==> config.mk <==
export PLATFORM = sky130hd
export DESIGN_NAME = queen_safety_scanner_flat
export DESIGN_NICKNAME = d
export VERILOG_FILES = /design/src/rtl/queen_safety_scanner_if.sv /design/src/rtl/queen_safety_scanner.sv /design/src/flat_wrapper.sv
export SDC_FILE = /design/constraint.sdc
export NUM_CORES = 1
export LEC_CHECK = 0
export BUFFER_PORTS_ARGS = -buffer_cell sky130_fd_sc_hd__buf_2
export CORE_ASPECT_RATIO = 1.25
export CORE_MARGIN = 5
export CORE_UTILIZATION = 50
export CTS_BUF_LIST = sky130_fd_sc_hd__clkbuf_8
export DETAILED_ROUTE_END_ITERATION = 12
export PLACE_DENSITY_LB_ADDON = 0.12
export SETUP_SLACK_MARGIN = 0.3
export SYNTH_ARGS = -nofsm -noshare
export SYNTH_HDL_FRONTEND = slang
export SYNTH_SLANG_ARGS = --single-unit
export TNS_END_PERCENT = 100
==> constraint.sdc <==
create_clock -name clk -period 3.45 [get_ports clk]
set_clock_uncertainty 0.15 [all_clocks]
set_input_delay 0.1725 -clock clk [delete_from_list [all_inputs] [get_ports clk]]
set_output_delay 0.1725 -clock clk [all_outputs]
set_load 0.01 [all_outputs]
==> src/rtl/queen_safety_scanner_if.sv <==
// Bundle of the board-write, check-request and result signals of the queen safety scanner.
interface queen_safety_scanner_if;
  logic       wr_en;
  logic       fill_erase;
  logic [2:0] wr_row;
  logic [2:0] wr_col;
  logic       check_start;
  logic [2:0] cand_row;
  logic [2:0] cand_col;
  logic       busy;
  logic       check_done;
  logic       safe_or_not;
  logic [3:0] queen_count;

  modport master (
    output wr_en, fill_erase, wr_row, wr_col, check_start, cand_row, cand_col,
    input  busy, check_done, safe_or_not, queen_count
  );

  modport slave (
    input  wr_en, fill_erase, wr_row, wr_col, check_start, cand_row, cand_col,
    output busy, check_done, safe_or_not, queen_count
  );
endinterface

==> src/rtl/queen_safety_scanner.sv <==
// Eight-row queen table with a row-serial scanner that reports whether a candidate
// square is attacked by any placed queen.
module queen_safety_scanner (
  input  logic                    clk,
  input  logic                    rst,
  queen_safety_scanner_if.slave   bus
);
  typedef enum logic [1:0] {IDLE, SCAN, DONE} state_t;

  state_t     state_reg;
  logic [2:0] scan_row_reg;
  logic [2:0] cand_row_reg;
  logic [2:0] cand_col_reg;
  logic [3:0] count_reg;
  logic       busy_reg;
  logic       done_reg;
  logic       safe_reg;

  logic [7:0] valid_w;
  logic [2:0] col_w [8];
  logic       wr_ok;

  // Writes only land while idle, so a scan always sees a stable table.
  assign wr_ok = bus.wr_en && (state_reg == IDLE);

  generate
    for (genvar gi = 0; gi < 8; gi++) begin : g_row
      logic       valid_reg;
      logic [2:0] col_reg;

      always_ff @(posedge clk or posedge rst) begin
        if (rst) begin
          valid_reg <= 1'b0;
        end else if (wr_ok && (bus.wr_row == 3'(gi))) begin
          valid_reg <= bus.fill_erase;
        end
      end

      always_ff @(posedge clk) begin
        if (wr_ok && bus.fill_erase && (bus.wr_row == 3'(gi))) begin
          col_reg <= bus.wr_col;
        end
      end

      assign valid_w[gi] = valid_reg;
      assign col_w[gi]   = col_reg;
    end
  endgenerate

  logic [2:0] row_col;
  logic [2:0] dr;
  logic [2:0] dc;
  logic       conflict;

  always_comb begin
    row_col  = col_w[scan_row_reg];
    dr       = (scan_row_reg >= cand_row_reg) ? (scan_row_reg - cand_row_reg)
                                              : (cand_row_reg - scan_row_reg);
    dc       = (row_col >= cand_col_reg) ? (row_col - cand_col_reg)
                                         : (cand_col_reg - row_col);
    conflict = valid_w[scan_row_reg] && (scan_row_reg != cand_row_reg) &&
               ((row_col == cand_col_reg) || (dr == dc));
  end

  always_ff @(posedge clk or posedge rst) begin
    if (rst) begin
      count_reg <= 4'd0;
    end else if (wr_ok) begin
      if (bus.fill_erase && !valid_w[bus.wr_row]) begin
        count_reg <= count_reg + 4'd1;
      end else if (!bus.fill_erase && valid_w[bus.wr_row]) begin
        count_reg <= count_reg - 4'd1;
      end
    end
  end

  always_ff @(posedge clk or posedge rst) begin
    if (rst) begin
      state_reg    <= IDLE;
      scan_row_reg <= 3'd0;
      cand_row_reg <= 3'd0;
      cand_col_reg <= 3'd0;
      busy_reg     <= 1'b0;
      done_reg     <= 1'b0;
      safe_reg     <= 1'b0;
    end else begin
      case (state_reg)
        IDLE: begin
          done_reg <= 1'b0;
          if (bus.check_start) begin
            cand_row_reg <= bus.cand_row;
            cand_col_reg <= bus.cand_col;
            scan_row_reg <= 3'd0;
            busy_reg     <= 1'b1;
            state_reg    <= SCAN;
          end
        end
        SCAN: begin
          if (conflict) begin
            safe_reg  <= 1'b0;
            done_reg  <= 1'b1;
            state_reg <= DONE;
          end else if (scan_row_reg == 3'd7) begin
            safe_reg  <= 1'b1;
            done_reg  <= 1'b1;
            state_reg <= DONE;
          end else begin
            scan_row_reg <= scan_row_reg + 3'd1;
          end
        end
        DONE: begin
          done_reg  <= 1'b0;
          busy_reg  <= 1'b0;
          state_reg <= IDLE;
        end
        default: begin
          state_reg <= IDLE;
        end
      endcase
    end
  end

  assign bus.busy        = busy_reg;
  assign bus.check_done  = done_reg;
  assign bus.safe_or_not = safe_reg;
  assign bus.queen_count = count_reg;
endmodule

==> src/flat_wrapper.sv <==
// flat-port wrapper written by rule: the top's interface ports become plain ports
module queen_safety_scanner_flat 
  (clk, rst, bus_wr_en, bus_fill_erase, bus_wr_row, bus_wr_col, bus_check_start, bus_cand_row, bus_cand_col, bus_busy, bus_check_done, bus_safe_or_not, bus_queen_count);
  queen_safety_scanner_if bus_i ();
  input  logic clk;
  input  logic rst;
  input wire logic [$bits(bus_i.wr_en)-1:0] bus_wr_en;
  input wire logic [$bits(bus_i.fill_erase)-1:0] bus_fill_erase;
  input wire logic [$bits(bus_i.wr_row)-1:0] bus_wr_row;
  input wire logic [$bits(bus_i.wr_col)-1:0] bus_wr_col;
  input wire logic [$bits(bus_i.check_start)-1:0] bus_check_start;
  input wire logic [$bits(bus_i.cand_row)-1:0] bus_cand_row;
  input wire logic [$bits(bus_i.cand_col)-1:0] bus_cand_col;
  output wire logic [$bits(bus_i.busy)-1:0] bus_busy;
  output wire logic [$bits(bus_i.check_done)-1:0] bus_check_done;
  output wire logic [$bits(bus_i.safe_or_not)-1:0] bus_safe_or_not;
  output wire logic [$bits(bus_i.queen_count)-1:0] bus_queen_count;
  assign bus_i.wr_en = bus_wr_en;
  assign bus_i.fill_erase = bus_fill_erase;
  assign bus_i.wr_row = bus_wr_row;
  assign bus_i.wr_col = bus_wr_col;
  assign bus_i.check_start = bus_check_start;
  assign bus_i.cand_row = bus_cand_row;
  assign bus_i.cand_col = bus_cand_col;
  assign bus_busy = bus_i.busy;
  assign bus_check_done = bus_i.check_done;
  assign bus_safe_or_not = bus_i.safe_or_not;
  assign bus_queen_count = bus_i.queen_count;
  queen_safety_scanner u_core (.clk(clk), .rst(rst), .bus(bus_i));
endmodule
Word-level counts from Yosys, hierarchy flattened
Index checks and enable logic that the tools add are counted.

operators by class
  $add $sub $neg = 7
  magnitude comparators = 5
  eq/ne operators = 17
  multiplexer cells = 25
  bitwise logic cells = 1
  reductions and logical operators = 40

operators with widths
  kind                                                                    number
  1-bit logical AND                                                       22
  3-bit two-way mux                                                       7
  3-bit equality test (second input constant)                             5
  2-bit AND reduction                                                     6
  3-bit subtractor                                                        4
  2-bit nonzero test                                                      5
  3-bit binary-select mux with 3-bit select                               1
  3-bit by 4-bit < comparator with 1-bit output (second input constant)   2
  4-bit two-way mux                                                       2
  1-bit binary-select mux with 3-bit select                               2
  3-bit by 2-bit equality test with 1-bit output (second input constant)  2
  3-bit equality test                                                     2
  3-bit greater-or-equal comparator                                       2
  1-bit two-way mux                                                       6
  2-bit two-way mux                                                       3
  2-bit inequality test (second input constant)                           3
  3-bit one-hot mux with 2 select lines                                   1
  4-bit by 1-bit adder with 4-bit output (second input constant)          1
  4-bit greater-or-equal comparator (second input constant)               1
  3-bit NOT with 4-bit output                                             1
  1-bit one-hot mux with 2 select lines                                   2
  2-bit one-hot mux with 2 select lines                                   1
  4-bit AND reduction                                                     1
  4-bit by 1-bit subtractor with 4-bit output (second input constant)     1
  other kinds (11)                                                        12

word-level totals
  flip-flop bits (word level) = 50
  input port bits = 17
  output and inout port bits = 7
  word-level logic and storage cells = 119

Depth between registers and ports, before layout
  depth in word-level cells = 11
  depth in mapped cells = 14
  mapped depth without buffers = 13

Least setup slack after synthesis
OpenSTA, ideal clock, no wires.

  path kind = register -> register
  from = register u_core.scan_row_reg[0]
  to = register u_core.scan_row_reg[1]
  library setup time = 125 ps
  arrival time = 3236 ps
  data required time = 3175 ps
  setup slack = -61 ps
  cell stages (with the launch flop) = 14
  period minus slack after synthesis = 3511 ps
  cell sequence = dfrtp_1 -> buf_2 -> mux4_2 -> mux2i_1 -> ha_1 -> inv_1 -> fa_1 -> mux2i_1 -> nor2_1 -> a211oi_1 -> xnor2_1 -> a31oi_2 -> o211ai_4 -> mux2_4

on the way
  cells in the longest elaborated chain, start to end = 11
  elaborated cells on any way between the ends = 28

ends and longest elaborated chain
  item                                                   line                         RTL
  from (decl)                                            queen_safety_scanner.sv:11   logic [2:0] scan_row_reg;
  from (signal assigned)                                 queen_safety_scanner.sv:108  scan_row_reg <= scan_row_reg + 3'd1;
  3-bit NOT with 4-bit output (implied by the code)      queen_safety_scanner.sv:56   row_col = col_w[scan_row_reg];
  3-bit binary-select mux with 3-bit select              queen_safety_scanner.sv:56
  3-bit two-way mux (implied by the code) (2 in series)  queen_safety_scanner.sv:56
  3-bit subtractor, or another cell as far along         queen_safety_scanner.sv:60   : (cand_col_reg - row_col);
  3-bit two-way mux                                      queen_safety_scanner.sv:59   dc = (row_col >= cand_col_reg) ? (row_col - cand_col_reg)
  3-bit equality test                                    queen_safety_scanner.sv:62   ((row_col == cand_col_reg) || (dr == dc));
  1-bit logical OR                                       queen_safety_scanner.sv:62
  1-bit logical AND                                      queen_safety_scanner.sv:61   conflict = valid_w[scan_row_reg] && (scan_row_reg != cand_row_reg) &&
  2-bit inequality test (no line)                        n/a
  4-bit AND reduction (no line)                          n/a

Parallel ways exist; a longest one is shown, timed or not. The select of a mux whose other input is x is not followed.
A chain may end at the register's enable or synchronous reset.

Final worst setup path
Ends and elaborated chain as after synthesis.

==> metrics.txt <==
status=finished, final reports clean; largest area contributor in the netlist=edfxtp_1; Via-to-Cell Ratio=5.39; sequential area share after synthesis=0.515; Total GRT Usage=0.163; synth warn=0; # nets final=roughly 300; largest family of logic cells by synthesized area=multiplexers; post-route cell area=0.00318 mm2; CTS tree=built; Yosys top cell area share=0.271; first-pass GRT wire length=8570 um; worst hold slack=0.0148 ns; Synth Flop Type=dfrtp_1; Max Root-Sink Buffers=2; H-tree levels=2; CP Max Fanout=7; I/O Buffers=23; post-synthesis cell count=212; simple-gate portion of the synthesized area=0.0879; Final ANT Viol Nets=0; DP Worst Slack=-0.0666 ns; Final Setup Violations=0; final routed DRC violation total=0; final period demand of the worst path=3.43 ns; CTS Root Cell=clkbuf_8; unique cell type count in the Yosys netlist=33; PD cells=around 1000 mW/mm2; DIE AREA=approximately 0.0069 mm2; cts bufs inserted=5; fraction of layout cells with a size suffix above 1=0.294; dpl cell area=0.00293 mm2; antenna violations before repair=0; mux contribution to synthesized area=0.141; Clk Latency, worst-skew pair=0.31 ns; Starting Density=0.520; Critical Path Sink Type=flip-flop; max cap viols=0; Synth area leaders=edfxtp_1, dfrtp_1, mux4_2; fin. max-slew vios=0; Die W=around 75 um; 1st-iter DRT viols=48; vias after detailed routing=1746; largest net degree at the start of global routing=27; compound-gate portion of the synthesized area=0.0982; PnR worst setup slack=0.0250 ns; Ant. Diodes=0; Post-synth EDFFs=24; Tcrit/Tclk final=0.993; Synth Area in Adders=0.0987; Reg clk slew, reported paths=roughly 0.10 ns; area grow syn2layout=19.5%; most numerous cell in the Yosys netlist=dfrtp_1; gr ovfl total=0; unrepaired setup endpoints after global routing=true; HP Start=bus_wr_col[2]; ys async rst share=0.520; final WL=5040 um; crit path from=u_core.scan_row_reg[0]$_DFFE_PP0P_; Overall Power=0.00329 W; Row Count=29; leakage=between 1 and 1.5 nW; Largest register FFs=24; Synthesized Nets=247; Relative slew margins=0.302; RePlAce Congestion=0.800; vias in the first global route=1797; Commonest cells post-synth=dfrtp_1, edfxtp_1, inv_1, o21ai_0, nor2_1; worst r2r src=u_core.scan_row_reg[0]$_DFFE_PP0P_; DRT Pass-1 Iters=4; Layout Utilization=0.622; dpl hpwl=3700 um; Peak VDD IR=479 uV; syn_area_per_cell=12.6 um2; f_max=0.292 GHz; clock sink count=50; Min-Delay Path Class=in -> reg; kind of critical path=reg -> reg; Netlist Area Pre-Place=0.00266 mm2; worst path required time=3.50 ns; Die Ht=91.6 um; FF+latch count, synth=50; WP data arrival=~3.5 ns; Setup crit start kind=flip-flop; worst-margin pin slew=1.05 ns; Routed WL per cell=~16 um; Fin. Hold Viols=0; io pins=24; Core Region=0.00512 mm2; Synth Area in XOR/XNOR=0.0230
logic make-up (layout without fill, tap and decap cells):
kind of cell,Yosys count,after routing
AND/OR/NAND/NOR,46,46
AO/OA/AOI/OAI,42,42
XOR/XNOR,7,7
flip-flops,50,50
adder cells (fa/ha/maj),18,18
multiplexers,24,24
buffers and inverters,25,75
what timing repair did:
| action | 4_1_cts | 5_1_grt |
|---|---|---|
| hold buffers | 10 | 0 |
| hold endpoints to repair | 49 | 0 |
| resized for setup | 9 | 1 |
| setup buffers | 3 | 2 |
| endpoints found under the setup margin | 7 | 7 |
| pin swaps | 8 | 6 |
placed cells by master, fill, tap and decap left out, types with 8 or more instances in the layout:
cell,count
dfrtp_1,25
edfxtp_1,24
buf_2,23
inv_1,20
o21ai_0,20
nor2_1,17
nand2_1,14
buf_4,13
mux4_2,10
ha_1,10
dlygate4sd3_1,10
mux2i_1,8
metal layers:
| layer | share of wire | vias to the layer above | global-route usage |
|---|---|---|---|
| met5 | 0 | - | 0 |
| met4 | 0.019 | 0 | 0.0539 |
| met3 | 0.033 | 8 | 0.0298 |
| met2 | 0.51 | 29 | 0.283 |
| met1 | 0.44 | 848 | 0.201 |
| li1 | - | 861 | - |
per-stage QoR:
stage / setup TNS [ns] / cells
2_1_floorplan: 0 / 212
3_3_place_gp: -0.0630 / 301
3_5_place_dp: -0.155 / 301
4_1_cts: 0 / 322
5_1_grt: -0.271 / 324
6_report: 0 / 324
critical path, cell delays in order, from the launching register on:
cell	delay [ns]
dfrtp_2	0.50
mux4_2	0.54
mux2_4	0.30
ha_4	0.28
or4b_4	0.45
a21oi_2	0.13
a211oi_2	0.06
xnor2_1	0.19
a31oi_2	0.15
o211ai_4	0.25
mux2_4	0.32
path summary, 6_finish.rpt:
path,to,cells past startpoint,slack [ns]
max,u_core.scan_row_reg[1]$_DFFE_PP0P_,10,0.02
min,u_core.g_row[0].col_reg[2]$_DFFE_PP_,1,0.01
max reg2reg,u_core.scan_row_reg[1]$_DFFE_PP0P_,10,0.02
min reg2reg,u_core.bus.queen_count[3]$_DFFE_PP0P_,1,0.33
max in group asynchronous,u_core.scan_row_reg[0]$_DFFE_PP0P_,3,1.95
min in group asynchronous,u_core.bus.queen_count[3]$_DFFE_PP0P_,3,0.51
area by class of cell:
class / instances / area (um2)
fillers: 400 / 1930
flip-flops and latches: 50 / 1370
multi-input cells: 137 / 1250
repair buffers: 46 / 313
inverters: 21 / 78.8
well taps: 62 / 77.6
clock buffers: 5 / 68.8
clock inverters: 3 / 26.3
power breakdown:
group / switching (W) / leakage [nW] / internal, W
combinational: 0.000916 / 0.745 / 0.00108
sequential: 0.000148 / 0.532 / 0.000778
clock: 0.000217 / 0.0495 / 0.000151
(Power assumes the default switching activity.)
